### src/rtl/apb_to_ahb_bridge.sv
// APB4 responder issuing one non-pipelined AHB-Lite SINGLE per APB transfer.
// Optional APB2AHB_PSTRB_EN: write strobes select HSIZE and HADDR[1:0].
module apb_to_ahb_bridge #(
   parameter int unsigned PADDR_WIDTH = 16,
   parameter logic [31:0] HADDR_BASE  = 32'h2000_0000
) (
   input  logic                   HCLK,
   input  logic                   HRESETn,
   input  logic                   PSEL,
   input  logic                   PENABLE,
   input  logic [PADDR_WIDTH-1:0] PADDR,
   input  logic                   PWRITE,
   input  logic [31:0]            PWDATA,
   input  logic [3:0]             PSTRB,
   input  logic [2:0]             PPROT,
   output logic                   PREADY,
   output logic [31:0]            PRDATA,
   output logic                   PSLVERR,
   output logic [31:0]            HADDR,
   output logic [1:0]             HTRANS,
   output logic [2:0]             HSIZE,
   output logic [2:0]             HBURST,
   output logic                   HWRITE,
   output logic [3:0]             HPROT,
   output logic                   HNONSEC,
   output logic                   HMASTLOCK,
   output logic [31:0]            HWDATA,
   input  logic [31:0]            HRDATA,
   input  logic                   HREADY,
   input  logic                   HRESP
);

   typedef enum logic [1:0] {
      S_IDLE,
      S_ADDR,
      S_DATA,
      S_RESP
   } state_t;

   state_t state_q, state_d;

   logic        setup;
   logic        dec_ok;
   logic [2:0]  dec_size;
   logic [1:0]  dec_lo;
   logic [31:0] addr_full;
   logic        load;
   logic        cap_rsp;
   logic        drop_q;

   logic [31:0] haddr_q;
   logic        hwrite_q;
   logic [2:0]  hsize_q;
   logic [3:0]  hprot_q;
   logic        hnonsec_q;
   logic [31:0] hwdata_q;
   logic [31:0] prdata_q;
   logic        pslverr_q;

   assign setup     = PSEL & ~PENABLE;
   assign addr_full = HADDR_BASE | 32'(PADDR);

`ifdef APB2AHB_PSTRB_EN
   always_comb begin
      dec_ok   = 1'b1;
      dec_size = 3'b010;
      dec_lo   = 2'b00;
      if (PWRITE) begin
         case (PSTRB)
            4'b0001: begin dec_size = 3'b000; dec_lo = 2'd0; end
            4'b0010: begin dec_size = 3'b000; dec_lo = 2'd1; end
            4'b0100: begin dec_size = 3'b000; dec_lo = 2'd2; end
            4'b1000: begin dec_size = 3'b000; dec_lo = 2'd3; end
            4'b0011: begin dec_size = 3'b001; dec_lo = 2'd0; end
            4'b1100: begin dec_size = 3'b001; dec_lo = 2'd2; end
            4'b1111: begin dec_size = 3'b010; dec_lo = 2'd0; end
            default: dec_ok = 1'b0;
         endcase
      end
   end
`else
   logic unused_strb;

   assign unused_strb = ^PSTRB;
   assign dec_ok      = 1'b1;
   assign dec_size    = 3'b010;
   assign dec_lo      = 2'b00;
`endif

   always_ff @(posedge HCLK or negedge HRESETn) begin
      if (!HRESETn) begin
         state_q <= S_IDLE;
      end else begin
         state_q <= state_d;
      end
   end

   // A dropped PSEL still lets the AHB side finish, but skips RESP
   always_comb begin
      state_d = state_q;
      load    = 1'b0;
      cap_rsp = 1'b0;
      unique case (state_q)
         S_IDLE: begin
            if (setup) begin
               load    = 1'b1;
               state_d = dec_ok ? S_ADDR : S_RESP;
            end
         end
         S_ADDR: begin
            if (HREADY) state_d = S_DATA;
         end
         S_DATA: begin
            if (HREADY) begin
               if (drop_q || !PSEL) begin
                  state_d = S_IDLE;
               end else begin
                  state_d = S_RESP;
                  cap_rsp = 1'b1;
               end
            end
         end
         S_RESP: state_d = S_IDLE;
         default: state_d = S_IDLE;
      endcase
   end

   always_ff @(posedge HCLK or negedge HRESETn) begin
      if (!HRESETn) begin
         haddr_q   <= '0;
         hwrite_q  <= 1'b0;
         hsize_q   <= 3'b010;
         hprot_q   <= 4'b0011;
         hnonsec_q <= 1'b1;
         hwdata_q  <= '0;
         prdata_q  <= '0;
         pslverr_q <= 1'b0;
         drop_q    <= 1'b0;
      end else begin
         if (load) begin
            haddr_q   <= {addr_full[31:2], dec_lo};
            hwrite_q  <= PWRITE;
            hsize_q   <= dec_size;
            hprot_q   <= {2'b00, PPROT[0], ~PPROT[2]};
            hnonsec_q <= PPROT[1];
            hwdata_q  <= PWDATA;
            drop_q    <= 1'b0;
            if (!dec_ok) begin
               prdata_q  <= '0;
               pslverr_q <= 1'b1;
            end
         end
         if ((state_q == S_ADDR || state_q == S_DATA) && !PSEL) begin
            drop_q <= 1'b1;
         end
         if (cap_rsp) begin
            prdata_q  <= hwrite_q ? 32'h0 : HRDATA;
            pslverr_q <= HRESP;
         end
      end
   end

   assign HTRANS    = (state_q == S_ADDR) ? 2'b10 : 2'b00;
   assign HADDR     = haddr_q;
   assign HWRITE    = hwrite_q;
   assign HSIZE     = hsize_q;
   assign HPROT     = hprot_q;
   assign HNONSEC   = hnonsec_q;
   assign HWDATA    = hwdata_q;
   assign HBURST    = 3'b000;
   assign HMASTLOCK = 1'b0;

   assign PREADY  = (state_q == S_RESP);
   assign PRDATA  = prdata_q;
   assign PSLVERR = pslverr_q;

endmodule

### config.mk
export PLATFORM = sky130hd
export DESIGN_NAME = apb_to_ahb_bridge
export DESIGN_NICKNAME = d
export VERILOG_FILES = /design/src/rtl/apb_to_ahb_bridge.sv
export SDC_FILE = /design/constraint.sdc
export NUM_CORES = 1
export LEC_CHECK = 0
export ABC_AREA = 1
export BUFFER_PORTS_ARGS = -buffer_cell sky130_fd_sc_hd__buf_2
export CORE_MARGIN = 3
export CORE_UTILIZATION = 41
export DETAILED_ROUTE_END_ITERATION = 10
export PLACE_DENSITY = 0.83
export SLEW_MARGIN = 0
export SYNTH_ARGS = -nofsm -noshare
export SYNTH_HDL_FRONTEND = slang
export SYNTH_SLANG_ARGS = --single-unit
### constraint.sdc
create_clock -name HCLK -period 1.5 [get_ports HCLK]
set_clock_uncertainty 0.05 [all_clocks]
set_input_delay 0.15 -clock HCLK [delete_from_list [all_inputs] [get_ports HCLK]]
set_output_delay 0.15 -clock HCLK [all_outputs]
set_load 0.02 [all_outputs]
# Word-level counts from Yosys, hierarchy flattened
# Cells that the tools add are included.
[totals] wordCells=39 ff_bits=87
[op_classes] reduce_logical=7 eq_ne=6 n_mux=14 n_bitwise=3
[op_table] op="$mux W32" count=1
[op_table] op="$mux W2" count=5
[op_table] op="$pmux W2 S4" count=1
[op_table] op="$mux W1" count=7
[op_table] op="$ne A2 B2 Y1 const B" count=3
[op_table] op="$eq A2 B2 Y1 const B" count=2
[op_table] op="$reduce_and A3 Y1" count=1
[op_table] op="$eq A2 B1 Y1 const B" count=1
[op_table] op="$logic_not A2 Y1" count=1
[op_table] op="$logic_or A1 B1 Y1" count=2
[op_table] op="$not A1 Y1" count=2
[op_table] op="$reduce_bool A2 Y1" count=1
[op_table] op="$and A1 B1 Y1" count=1
[op_table] op="$logic_and A1 B1 Y1" count=1
[op_table] op="$logic_not A1 Y1" count=1

# Depth between registers and ports, before layout
# Gate-level depths: netlist of the first run.
[depth] word_depth=6 mapped_depth=7

# Least setup slack after synthesis of the first run
# No wires, ideal clock.
[synth_timing] path_kind="register to register" from="register state_q[0]" to="register prdata_q[10], in the netlist PRDATA[10]" slack_ns=0.099 t_required_ns=1.327 synth_period_minus_slack_ns=1.401 setup_ns=0.123 path_stages_with_launch=7 arrival_ns=1.228 path_cell_list="dfrtp_1 inv_1 ha_1 nand3_4 clkbuf_1 o21ai_0 nand2_1"
[synth_via] elab_chain_len=2
[synth_rtl] item="start: declaration" line="40" rtl="state_t state_q, state_d;"
[synth_rtl] item="start signal: assignment" line="94" rtl="state_q <= state_d;"
[synth_rtl] item="$eq A2 B2 Y1" line="103" rtl="unique case (state_q)"
[synth_rtl] item="$mux W1" line="103"
[synth_rtl] item="end signal: assignment" line="157" rtl="prdata_q <= hwrite_q ? 32'h0 : HRDATA;"
[synth_rtl] item="end: declaration" line="57" rtl="logic [31:0] prdata_q;"
# No other way between the ends.
# A chain may end at the register's enable or synchronous reset.

# Final worst setup path of the first run
[layout_timing] from="register state_q[0]" to="register haddr_q[2], in the netlist HADDR[2]"
[layout_via] elab_chain_len=2
[layout_rtl] item="$logic_not A2 Y1" line="103"
[layout_rtl] item="$mux W1" line="103"
[layout_rtl] item="end signal: assignment" line="141" rtl="haddr_q <= {addr_full[31:2], dec_lo};"
[layout_rtl] item="end: declaration" line="51" rtl="logic [31:0] haddr_q;"
# No other way between the ends.

==> results of run 1 <==
-- logic make-up (layout without fill, tap and decap cells) --
group	Yosys count	in the layout	synth area share
and+or+nand+nor	265	265	0.260
adders and majority gates	5	5	0.0158
other	2	27	0.00190
AOI/OAI and AO/OA	38	38	0.0481
buffers and inverters	91	308	0.122
DFF	87	87	0.552
-- sequential cells by signal, indices dropped and copies added, names as in the netlist, 2 cells and up --
| signal | cells |
|---|---|
| HADDR | 15 |
| HPROT | 2 |
| HWDATA | 32 |
| PRDATA | 32 |
| state_q | 2 |
-- routing by layer --
layer | up-vias | wire length [um] | global-route usage
met5 | - | 0 | 0
met2 | 164 | 5790 | 0.364
met3 | 28 | 828 | 0.0478
met1 | 1766 | 4400 | 0.233
met4 | 0 | 302 | 0.0798
li1 | 1872 | - | -
-- critical path, delay by kind of cell (launching register included) --
family	cells	cell delay, ps
flops	1	400
fa+ha+maj	1	210
buf+inv	2	330
simple gates	3	330
-- where the power goes --
| group | internal (W) | switching, W | total [W] | leakage [nW] |
|---|---|---|---|---|
| Clock | 0.000825 | 0.000851 | 0.00168 | 0.0993 |
| Combinational | 0.00175 | 0.00322 | 0.00497 | 2.25 |
| Sequential | 0.00344 | 0.000574 | 0.00401 | 1.10 |
-- worst max-delay path by stage --
stage | startpoint | endpoint | slack, ps
after floorplan | state_q[0]$_DFFE_PN0P_ | PRDATA[10]$_DFFE_PN0P_ | 100
after global placement | state_q[0]$_DFFE_PN0P_ | drop_q$_DFFE_PN0P_ | 110
after detailed placement | state_q[0]$_DFFE_PN0P_ | HWDATA[8]$_DFFE_PN0P_ | 40
after CTS | state_q[0]$_DFFE_PN0P_ | HWDATA[21]$_DFFE_PN0P_ | -4
after global routing | state_q[1]$_DFFE_PN0P_ | PRDATA[19]$_DFFE_PN0P_ | -30
final | state_q[0]$_DFFE_PN0P_ | HADDR[2]$_DFFE_PN0P_ | 60
-- placed cells by master, fill, tap and decap left out, types with 2 or more instances in the layout --
cell type	count
inv_2	2
nand2_1	225
buf_6	5
buf_4	18
inv_1	38
conb_1	27
ha_4	2
buf_12	5
o21ai_1	9
clkbuf_8	10
dfstp_2	3
inv_6	2
clkinvlp_4	2
ha_2	2
o21ai_0	28
dlygate4sd3_1	52
nor2_1	34
buf_2	170
dfrtp_1	84
-- cell type report --
cell class	instances	share of cell area
clock buffers	10	0.0237
clock inverters	6	0.0116
inverters	41	0.0274
multi-input cells	335	0.243
flip-flops and latches	87	0.375
well taps	129	0.0278
repair buffers	251	0.291
-- per-stage QoR --
step | area [um^2] | util | cells | hold slack [ps] | setup TNS [ps]
floorplan | 4050 | - | 513 | -196 | 0
global route | 5810 | 0.626 | 859 | 54.0 | -313
CTS | 5680 | 0.612 | 854 | 32.8 | -5.26
detailed placement | 4950 | 0.534 | 786 | 41.9 | 0
global placement | 4950 | 0.534 | 786 | 35.2 | 0
finish | 5810 | 0.626 | 859 | 43.5 | 0
-- timing repair --
| action | CTS | global route |
|---|---|---|
| gates resized for setup | 1 | 29 |
| cloned | 0 | 2 |
| buffers inserted | 0 | 3 |
| endpoints found under the setup margin | 3 | 88 |
| pin swaps | 0 | 1 |
| hold buffers | 52 | 0 |
| endpoints found under the hold margin | 87 | 0 |
==> metrics.md, run 1 <==
| Metric | Value |
|---|---|
| Outcome | `complete, no violations` |
| Max-cap violations | `0` |
| # clock sinks | `87` |
| Pin count of the biggest net entering global routing | `43` |
| Core ar. | `0.00928 mm^2` |
| Pre-CTS WS | `38.5 ps` |
| Yosys cell types | `19` |
| Setup WS post-layout | `57.5 ps` |
| Slew Viols, Final | `0` |
| Setup slack, reg-to-reg | `60 ps` |
| Crit Path Class | `register to register` |
| Setup crit start kind | `register` |
| GP Congestion | `0.805` |
| Synth Area per Inst | `8.10 um^2` |
| Total gr overflow | `0` |
| Max H-tree Level | `3` |
| Via Count | `3830` |
| IO Port Bufs | `173` |
| CP Max Fanout | `42` |
| Synth Instances | `488` |
| CTS tree | `done` |
| FFs w/ async S/R, synth | `1.00` |
| Hold Path End | `PRDATA[8]$_DFFE_PN0P_` |
| WL/cell | `13.2 um` |
| Top-count cell post-synth | `nand2_1` |
| Die width | `104 um` |
| Mapped cell area | `0.00395 mm^2` |
| Proportion of layout cells with a drive suffix above 1 | `0.315` |
| Drt total wl | `11300 um` |
| Hold path depth | `5` |
| DRT antenna net count | `0` |
| RSZ-0062 raised after global routing | `yes` |
| Min-delay worst type | `input pin to register` |
| Leak | `3.46 nW` |
| Fin nets | `824` |
| Slowest cell delay on critical path | `400 ps` |
| Site Rows | `35` |
| Critical path capture point type | `register` |
| Die Height | `104 um` |
| Synth Flop Type | `dfrtp_1` |
| Top cell type's share of synthesized area | `0.532` |
| Setup Viol. Count Final | `0` |
| Area contributors post-synth | `dfrtp_1, nand2_1, buf_4, o21ai_0, inv_1` |
| Initial Utilization | `0.426` |
| Initial DRT Pass Iterations | `4` |
| Clk_lat worst skew | `340 ps` |
| CP Data Arrival Time | `1630 ps` |
| Antenna fix cells | `0` |
| IO Pins | `207` |
| Crit-path slowest cell | `dfrtp_1` |
| Vias per Instance | `4.46` |
| Cell taking the most area after synthesis | `dfrtp_1` |
| CP dominant cell by count | `nand2_1` |
| Multi-input gate area | `0.00141 mm^2` |
| Maximum clock insertion buffer count | `2` |
| Post-synthesis sequential area ratio | `0.552` |
| Hpwl dp | `7280 um` |
| Filler instances | `778` |
| RR Endpoint | `HADDR[2]$_DFFE_PN0P_` |
| VDD IR-drop max | `809 uV` |
| Root Driver | `clkbuf_8` |
| Number of enable flip-flop cells after synthesis | `0` |
| Final Power | `0.0107 W` |
| CTS buffer count | `9` |
| GRT Overall Usage | `0.203` |
| Iteration-0 DRC Markers | `150` |
| Worst hold start | `HRDATA[8]` |
| Synth warn | `0` |
| Initial antenna violation count | `0` |
| Highest clock rate | `693 MHz` |
| Fin. Hold Viols | `0` |
| Yosys reg bits | `87` |
| Worst path cell trace | `inv_2 -> ha_2 -> nand3_2 -> buf_12 -> nand2_1 -> nand2_1` |
| Vias in the first global route | `3834` |
| Fin crit share | `0.962` |
| RR Startpoint | `state_q[0]$_DFFE_PN0P_` |
| CP required | `1690 ps` |
| Total power per unit cell area | `1830 mW/mm^2` |
| # DRC | `0` |
| Most common library cells after synthesis | `nand2_1, dfrtp_1, inv_1` |
| First-pass GRT wire length | `18100 um` |
| Clk pin slew, worst setup/hold paths | `100 ps` |
| Die footprint | `0.0109 mm^2` |
| FF+latch area | `0.00218 mm^2` |
| R2R cell count | `6` |
| Area grow syn2layout | `47.0%` |
| Tmin final | `1440 ps` |
No activity file was read; power rests on OpenSTA's default activity.
==> run 2, diff against run 1 <==
CAP_MARGIN = 30   (was not set)
CORE_MARGIN = 5   (was 3)
==> run 2 against run 1 <==
Die area is 7.8% higher. Fmax is 0.94% lower. Largest power group unchanged. Routed wire length rose by 0.78%. Register-to-register slack barely moved. Design area down 0.75%. Cell count down 0.93%. Sequential power barely moved. Critical path depth shrank 3. Utilization shrank 0.76 points. Critical endpoint is now PREADY. Count of clock-buffer cells in the layout up 1.
==> metrics.md, run 2 (same netlist as run 1, synthesis figures left out) <==
| Metric | Value |
|---|---|
| Max-cap violations | `0 (unchanged)` |
| Initial DRT Pass Iterations | `4 (unchanged)` |
| Die Height | `108 um (+3.8%)` |
| Hold Slack | `46.5 ps (+2.99 ps)` |
| VDD IR-drop max | `867 uV (+7.1%)` |
| Highest clock rate | `687 MHz (-0.94%)` |
| Met3 usage | `0.0448 (-0.00302)` |
| Crit Path Class | `register to primary output` |
| Most frequent cells in the layout | `nand2_1, buf_2, dfrtp_1` |
| Clock Power Share | `0.182 (+0.025)` |
| Maximum clock insertion buffer count | `2 (unchanged)` |
| CTS tree | `done` |
| Net Sw Frac | `0.422 (-0.0141)` |
| Tmin final | `1460 ps (+13.7 ps)` |
| Psw | `0.00457 W (-1.5%)` |
| CP Data Arrival Time | `1260 ps (-370 ps)` |
| Setup crit start kind | `register` |
| Hpwl dp | `7390 um (+1.6%)` |
| Finished Core Util | `0.618 (-0.00763)` |
| Total gr overflow | `0 (unchanged)` |
| Fin. Hold Viols | `0 (unchanged)` |
| DRT antenna net count | `0 (unchanged)` |
| Outcome | `complete, no violations` |
| Max H-tree Level | `3 (unchanged)` |
| Root Driver | `clkbuf_8` |
| Dpl cells | `778 (-1.0%)` |
| Met1 Usage GRT | `0.221 (-0.0121)` |
| WL/cell | `13.4 um (+1.7%)` |
| Cell-internal power | `0.00627 W (+4.4%)` |
| Die width | `108 um (+3.8%)` |
| Sequential share of power | `0.368 (-0.008)` |
| Iteration-0 DRC Markers | `278 (+85%)` |
| Fin crit share | `0.971 (+0.00914)` |
| Area grow syn2layout | `45.9%` |
| Fin nets | `813 (-1.3%)` |
| Setup Viol. Count Final | `0 (unchanged)` |
| IO Port Bufs | `173 (unchanged)` |
| Non-filler instance count after layout | `851 (-0.93%)` |
| Pin count of the biggest net entering global routing | `52 (+21%)` |
| Die footprint | `0.0117 mm^2 (+7.8%)` |
| Most common cell after layout, fill and taps aside | `nand2_1` |
| Layer with the highest usage | `met2` |
| GP Congestion | `0.768 (-4.6%)` |
| CTS buffer count | `9 (unchanged)` |
| Core ar. | `0.00933 mm^2 (+0.47%)` |
| Post-DP Area | `0.00493 mm^2 (-0.45%)` |
| IO Pins | `207 (unchanged)` |
| Initial Utilization | `0.424 (-0.00200)` |
| Grt met2 use | `0.338 (-0.0256)` |
| Vias per Instance | `4.50 (+0.99%)` |
| Filler instances | `748 (-3.9%)` |
| Site Rows | `35 (unchanged)` |
| CP Max Fanout | `4 (-90%)` |
| Clk_lat worst skew | `330 ps (about the same)` |
| Comb power frac | `0.450 (-0.016)` |
| Slew Viols, Final | `0 (unchanged)` |
| CP required | `1300 ps (-390 ps)` |
| Min-delay worst type | `input pin to register` |
| Final instance area | `0.00576 mm^2 (-0.75%)` |
| Via Count | `3832 (+0.052%)` |
| # DRC | `0 (unchanged)` |
| Total power per unit cell area | `1880 mW/mm^2 (+2.6%)` |
| Clk pin slew, worst setup/hold paths | `90 ps (about the same)` |
| RSZ-0062 raised after global routing | `yes` |
| Initial antenna violation count | `0 (unchanged)` |
| First-pass GRT wire length | `17900 um (-0.76%)` |
| Proportion of layout cells with a drive suffix above 1 | `0.299 (-0.0160)` |
| Vias in the first global route | `3786 (-1.3%)` |
| # clock sinks | `87 (unchanged)` |
| Drt total wl | `11400 um (+0.78%)` |
| Leak | `3.44 nW (-0.59%)` |
| GRT Overall Usage | `0.191 (-0.0113)` |
| Setup_tns | `0 ps (unchanged)` |
| Critical path capture point type | `primary output` |
run 2: changes by cell type in the layout (fill, tap and decap cells not counted), moves of 2 or more:
cell / before / now
o21ai_1: 9 / 2
o21ai_0: 28 / 35
bufinv_16: 1 / 3
clkinvlp_4: 2 / 0
buf_12: 5 / 7
diode_2: 0 / 3
buf_6: 5 / 2
buf_4: 18 / 7
run 2: stage by stage:
stage	setup slack, ps	power (W)
2_1_floorplan	98.9	0.00691
3_3_place_gp	126	0.00848
3_5_place_dp	28.8	0.00868
4_1_cts	11.4	0.0108
5_1_grt	-24.0	0.0116
6_report	43.7	0.0108
run 2: critical path: stages (launching register included):
cell	delay, ps
dfrtp_1	400
buf_4	170
ha_1	200
buf_2	160
run 2: worst paths after layout:
kind                                        startpoint                endpoint  slack [ps]  depth (start not counted)
worst min register to register   HADDR[29]$_DFFE_PN0P_   HADDR[29]$_DFFE_PN0P_         420                          1
worst min-delay path                         HRDATA[2]   PRDATA[2]$_DFFE_PN0P_          50                          5
min in group asynchronous                      HRESETn  HWDATA[16]$_DFFE_PN0P_         230                          2
worst max register to register  state_q[0]$_DFFE_PN0P_  PRDATA[13]$_DFFE_PN0P_          60                          7
worst max-delay path            state_q[0]$_DFFE_PN0P_                  PREADY          40                          3
max in group asynchronous                      HRESETn    HPROT[1]$_DFFE_PN1P_         630                          3
run 2: power groups by stage:
stage / combinational [W] / clock (W) / sequential [W]
CTS: 0.00482 / 0.00203 / 0.00398
detailed placement: 0.00467 / 0 / 0.00401
global route: 0.00533 / 0.00210 / 0.00412
finish: 0.00488 / 0.00197 / 0.00399
global placement: 0.00452 / 0 / 0.00397
floorplan: 0.00162 / 0 / 0.00530
run 2: final cells by class:
type                            instances  area, um^2  share of cell area
Sequential cell                        87        2180               0.378
Multi-Input combinational cell        335        1400               0.243
Inverter                               41         154              0.0267
Timing Repair Buffer                  240        1620               0.280
Clock buffer                           11         141              0.0245
Clock inverter                          5         104              0.0180
Antenna cell                            3        7.51             0.00130
Tap cell                              129         161              0.0280
run 2: routing by layer:
metal / vias up / routed length [um]
li1: 1849 / -
met1: 1764 / 4250
met2: 188 / 5970
met3: 31 / 926
met4: 0 / 262
met5: - / 0
run 2: timing repair:
item                                    in CTS  in global routing
hold buffers                                52                  0
endpoints found under the setup margin       1                 76
pin swaps                                    0                  1
gates resized for setup                      2                  8
buffers inserted                             1                  0
cloned                                       0                  1
endpoints found under the hold margin       79                  0
==> run 3, diff against run 2 <==
CORE_UTILIZATION = 45   (was 41)
PLACE_DENSITY = 0.86   (was 0.83)
clock period = 1.6 ns   (was 1.5 ns; I/O delays follow)
==> run 3 against run 2 <==
Design area fell by 1.8%. Power down 8.9%. Hold slack better by 8.5 ps. Sequential share of layout area grew 0.68 points. Critical endpoint is now PRDATA[5]$_DFFE_PN0P_.
==> metrics.md, run 3 (same netlist as run 1, synthesis figures left out) <==
| Metric | Value |
|---|---|
| Outcome | `complete, no violations` |
| Maximum clock insertion buffer count | `2 (unchanged)` |
| Drt total wl | `11100 um (-2.9%)` |
| GP Congestion | `0.757 (-1.4%)` |
| First-pass GRT wire length | `18500 um (+3.3%)` |
| Max H-tree Level | `3 (unchanged)` |
| RR Startpoint | `state_q[0]$_DFFE_PN0P_` |
| Net Sw Frac | `0.430 (+0.00840)` |
| Total power per unit cell area | `1750 mW/mm^2 (-7.3%)` |
| IO Pins | `207 (unchanged)` |
| Die width | `104 um (-4.1%)` |
| VDD IR-drop max | `850 uV (-1.9%)` |
| Critical path capture point type | `register` |
| Core ar. | `0.00864 mm^2 (-7.4%)` |
| Dpl cells | `761 (-2.2%)` |
| Most frequent cells in the layout | `nand2_1, buf_2, dfrtp_1` |
| # clock sinks | `87 (unchanged)` |
| Setup_tns | `0 ps (unchanged)` |
| Worst path cell trace | `inv_1 -> ha_2 -> nand3_4 -> buf_4 -> o21ai_0 -> nand2_1` |
| Root Driver | `clkbuf_8` |
| Initial antenna violation count | `1 (+1)` |
| Crit-path slowest cell | `dfrtp_1` |
| Most common cell after layout, fill and taps aside | `nand2_1` |
| Crit Path Class | `register to register` |
| Setup Viol. Count Final | `0 (unchanged)` |
| Proportion of layout cells with a drive suffix above 1 | `0.298 (-0.000829)` |
| CTS tree | `done` |
| Fin crit share | `0.941` |
| Crit path from | `state_q[0]$_DFFE_PN0P_` |
| GRT Overall Usage | `0.207 (+0.0152)` |
| Clock Power Share | `0.168 (-0.014)` |
| Slowest cell delay on critical path | `390 ps (about the same)` |
| IO Port Bufs | `173 (unchanged)` |
| Site Rows | `34 (-2.9%)` |
| Final instance area | `0.00566 mm^2 (-1.8%)` |
| Setup crit start kind | `register` |
| Via Count | `3762 (-1.8%)` |
| Min-delay worst type | `input pin to register` |
| CP required | `1770 ps (+470 ps)` |
| Die Height | `104 um (-4.1%)` |
| Vias per Instance | `4.53 (+0.66%)` |
| Vias in the first global route | `3818 (+0.85%)` |
| DRT antenna net count | `0 (unchanged)` |
| Iteration-0 DRC Markers | `182 (-35%)` |
| Area grow syn2layout | `43.3%` |
| Slew Viols, Final | `0 (unchanged)` |
| CTS buffer count | `9 (unchanged)` |
| Sequential share of power | `0.382 (+0.014)` |
| Max-cap violations | `0 (unchanged)` |
| Pin count of the biggest net entering global routing | `88 (+69%)` |
| Die footprint | `0.0108 mm^2 (-8.1%)` |
| Finished Core Util | `0.656 (+0.0378)` |
| # DRC | `0 (unchanged)` |
| Total gr overflow | `0 (unchanged)` |
| Comb power frac | `0.449 (about the same)` |
| Highest clock rate | `664 MHz` |
| Tmin final | `1510 ps` |
| Worst hold start | `HRDATA[13]` |
| Fin nets | `815 (+0.25%)` |
| Initial DRT Pass Iterations | `4 (unchanged)` |
| Clk_lat worst skew | `340 ps (about the same)` |
| Hpwl dp | `7370 um (-0.35%)` |
| Psw | `0.00425 W (-7.1%)` |
| RSZ-0062 raised after global routing | `no` |
| Fin. Hold Viols | `0 (unchanged)` |
| Cell-internal power | `0.00563 W (-10%)` |
| Post-DP Area | `0.00491 mm^2 (-0.43%)` |
| Hold Slack | `54.9 ps (+8.47 ps)` |
| WL/cell | `13.3 um (-0.47%)` |
| Leak | `3.41 nW (-0.73%)` |
| Clk pin slew, worst setup/hold paths | `90 ps (about the same)` |
| CP Data Arrival Time | `1680 ps (+420 ps)` |
| CP Max Fanout | `10 (+6)` |
| Non-filler instance count after layout | `830 (-2.5%)` |
| Initial Utilization | `0.458 (+0.0339)` |
[run 3: routing by layer]
| metal | vias up | wire (um) | global-route usage |
|---|---|---|---|
| li1 | 1855 | - | - |
| met4 | 0 | 439 | 0.110 |
| met2 | 150 | 5610 | 0.357 |
| met5 | - | 0 | 0 |
| met3 | 39 | 670 | 0.0448 |
| met1 | 1718 | 4360 | 0.238 |
[run 3: critical path: cells and delay by family (launching register included)]
family / cells / cell delay (ps)
AOI/OAI and AO/OA: 1 / 170
adders and majority gates: 1 / 220
buffers and inverters: 2 / 320
DFF: 1 / 390
and+or+nand+nor: 2 / 250
[run 3: power groups by stage]
stage          logic (W)  registers (W)  clock network [W]
3_3_place_gp     0.00421        0.00374                  0
2_1_floorplan    0.00151        0.00497                  0
5_1_grt          0.00487        0.00392            0.00181
4_1_cts          0.00445        0.00377            0.00171
6_report         0.00444        0.00378            0.00166
3_5_place_dp     0.00435        0.00380                  0
[run 3: layout make-up]
class / count / area, um^2
Antenna cell: 1 / 2.50
Inverter: 41 / 156
Multi-Input combinational cell: 335 / 1380
Clock buffer: 9 / 124
Tap cell: 108 / 135
Clock inverter: 7 / 97.6
Sequential cell: 87 / 2180
Fill cell: 660 / 2970
Timing Repair Buffer: 242 / 1580
[run 3: path summary, 6_finish.rpt]
check,to,slack [ps],cells after the start
max,PRDATA[5]$_DFFE_PN0P_,90,6
min,PRDATA[13]$_DFFE_PN0P_,50,5
max reg2reg,PRDATA[5]$_DFFE_PN0P_,90,6
min reg2reg,HPROT[1]$_DFFE_PN1P_,430,2
max in group asynchronous,HPROT[1]$_DFFE_PN1P_,790,3
min in group asynchronous,HWDATA[16]$_DFFE_PN0P_,340,3
[run 3: stage by stage]
stage	power, W	worst slack (ps)
floorplan	0.00648	199
global placement	0.00795	186
detailed placement	0.00815	106
CTS	0.00993	96.9
global route	0.0106	6.35
finish	0.00988	93.8
[run 3: timing repair]
action,in CTS,in global routing
hold buffers,52,0
hold endpoints to repair,135,0
setup buffers,0,0
resized for setup,0,4
endpoints found under the setup margin,0,10
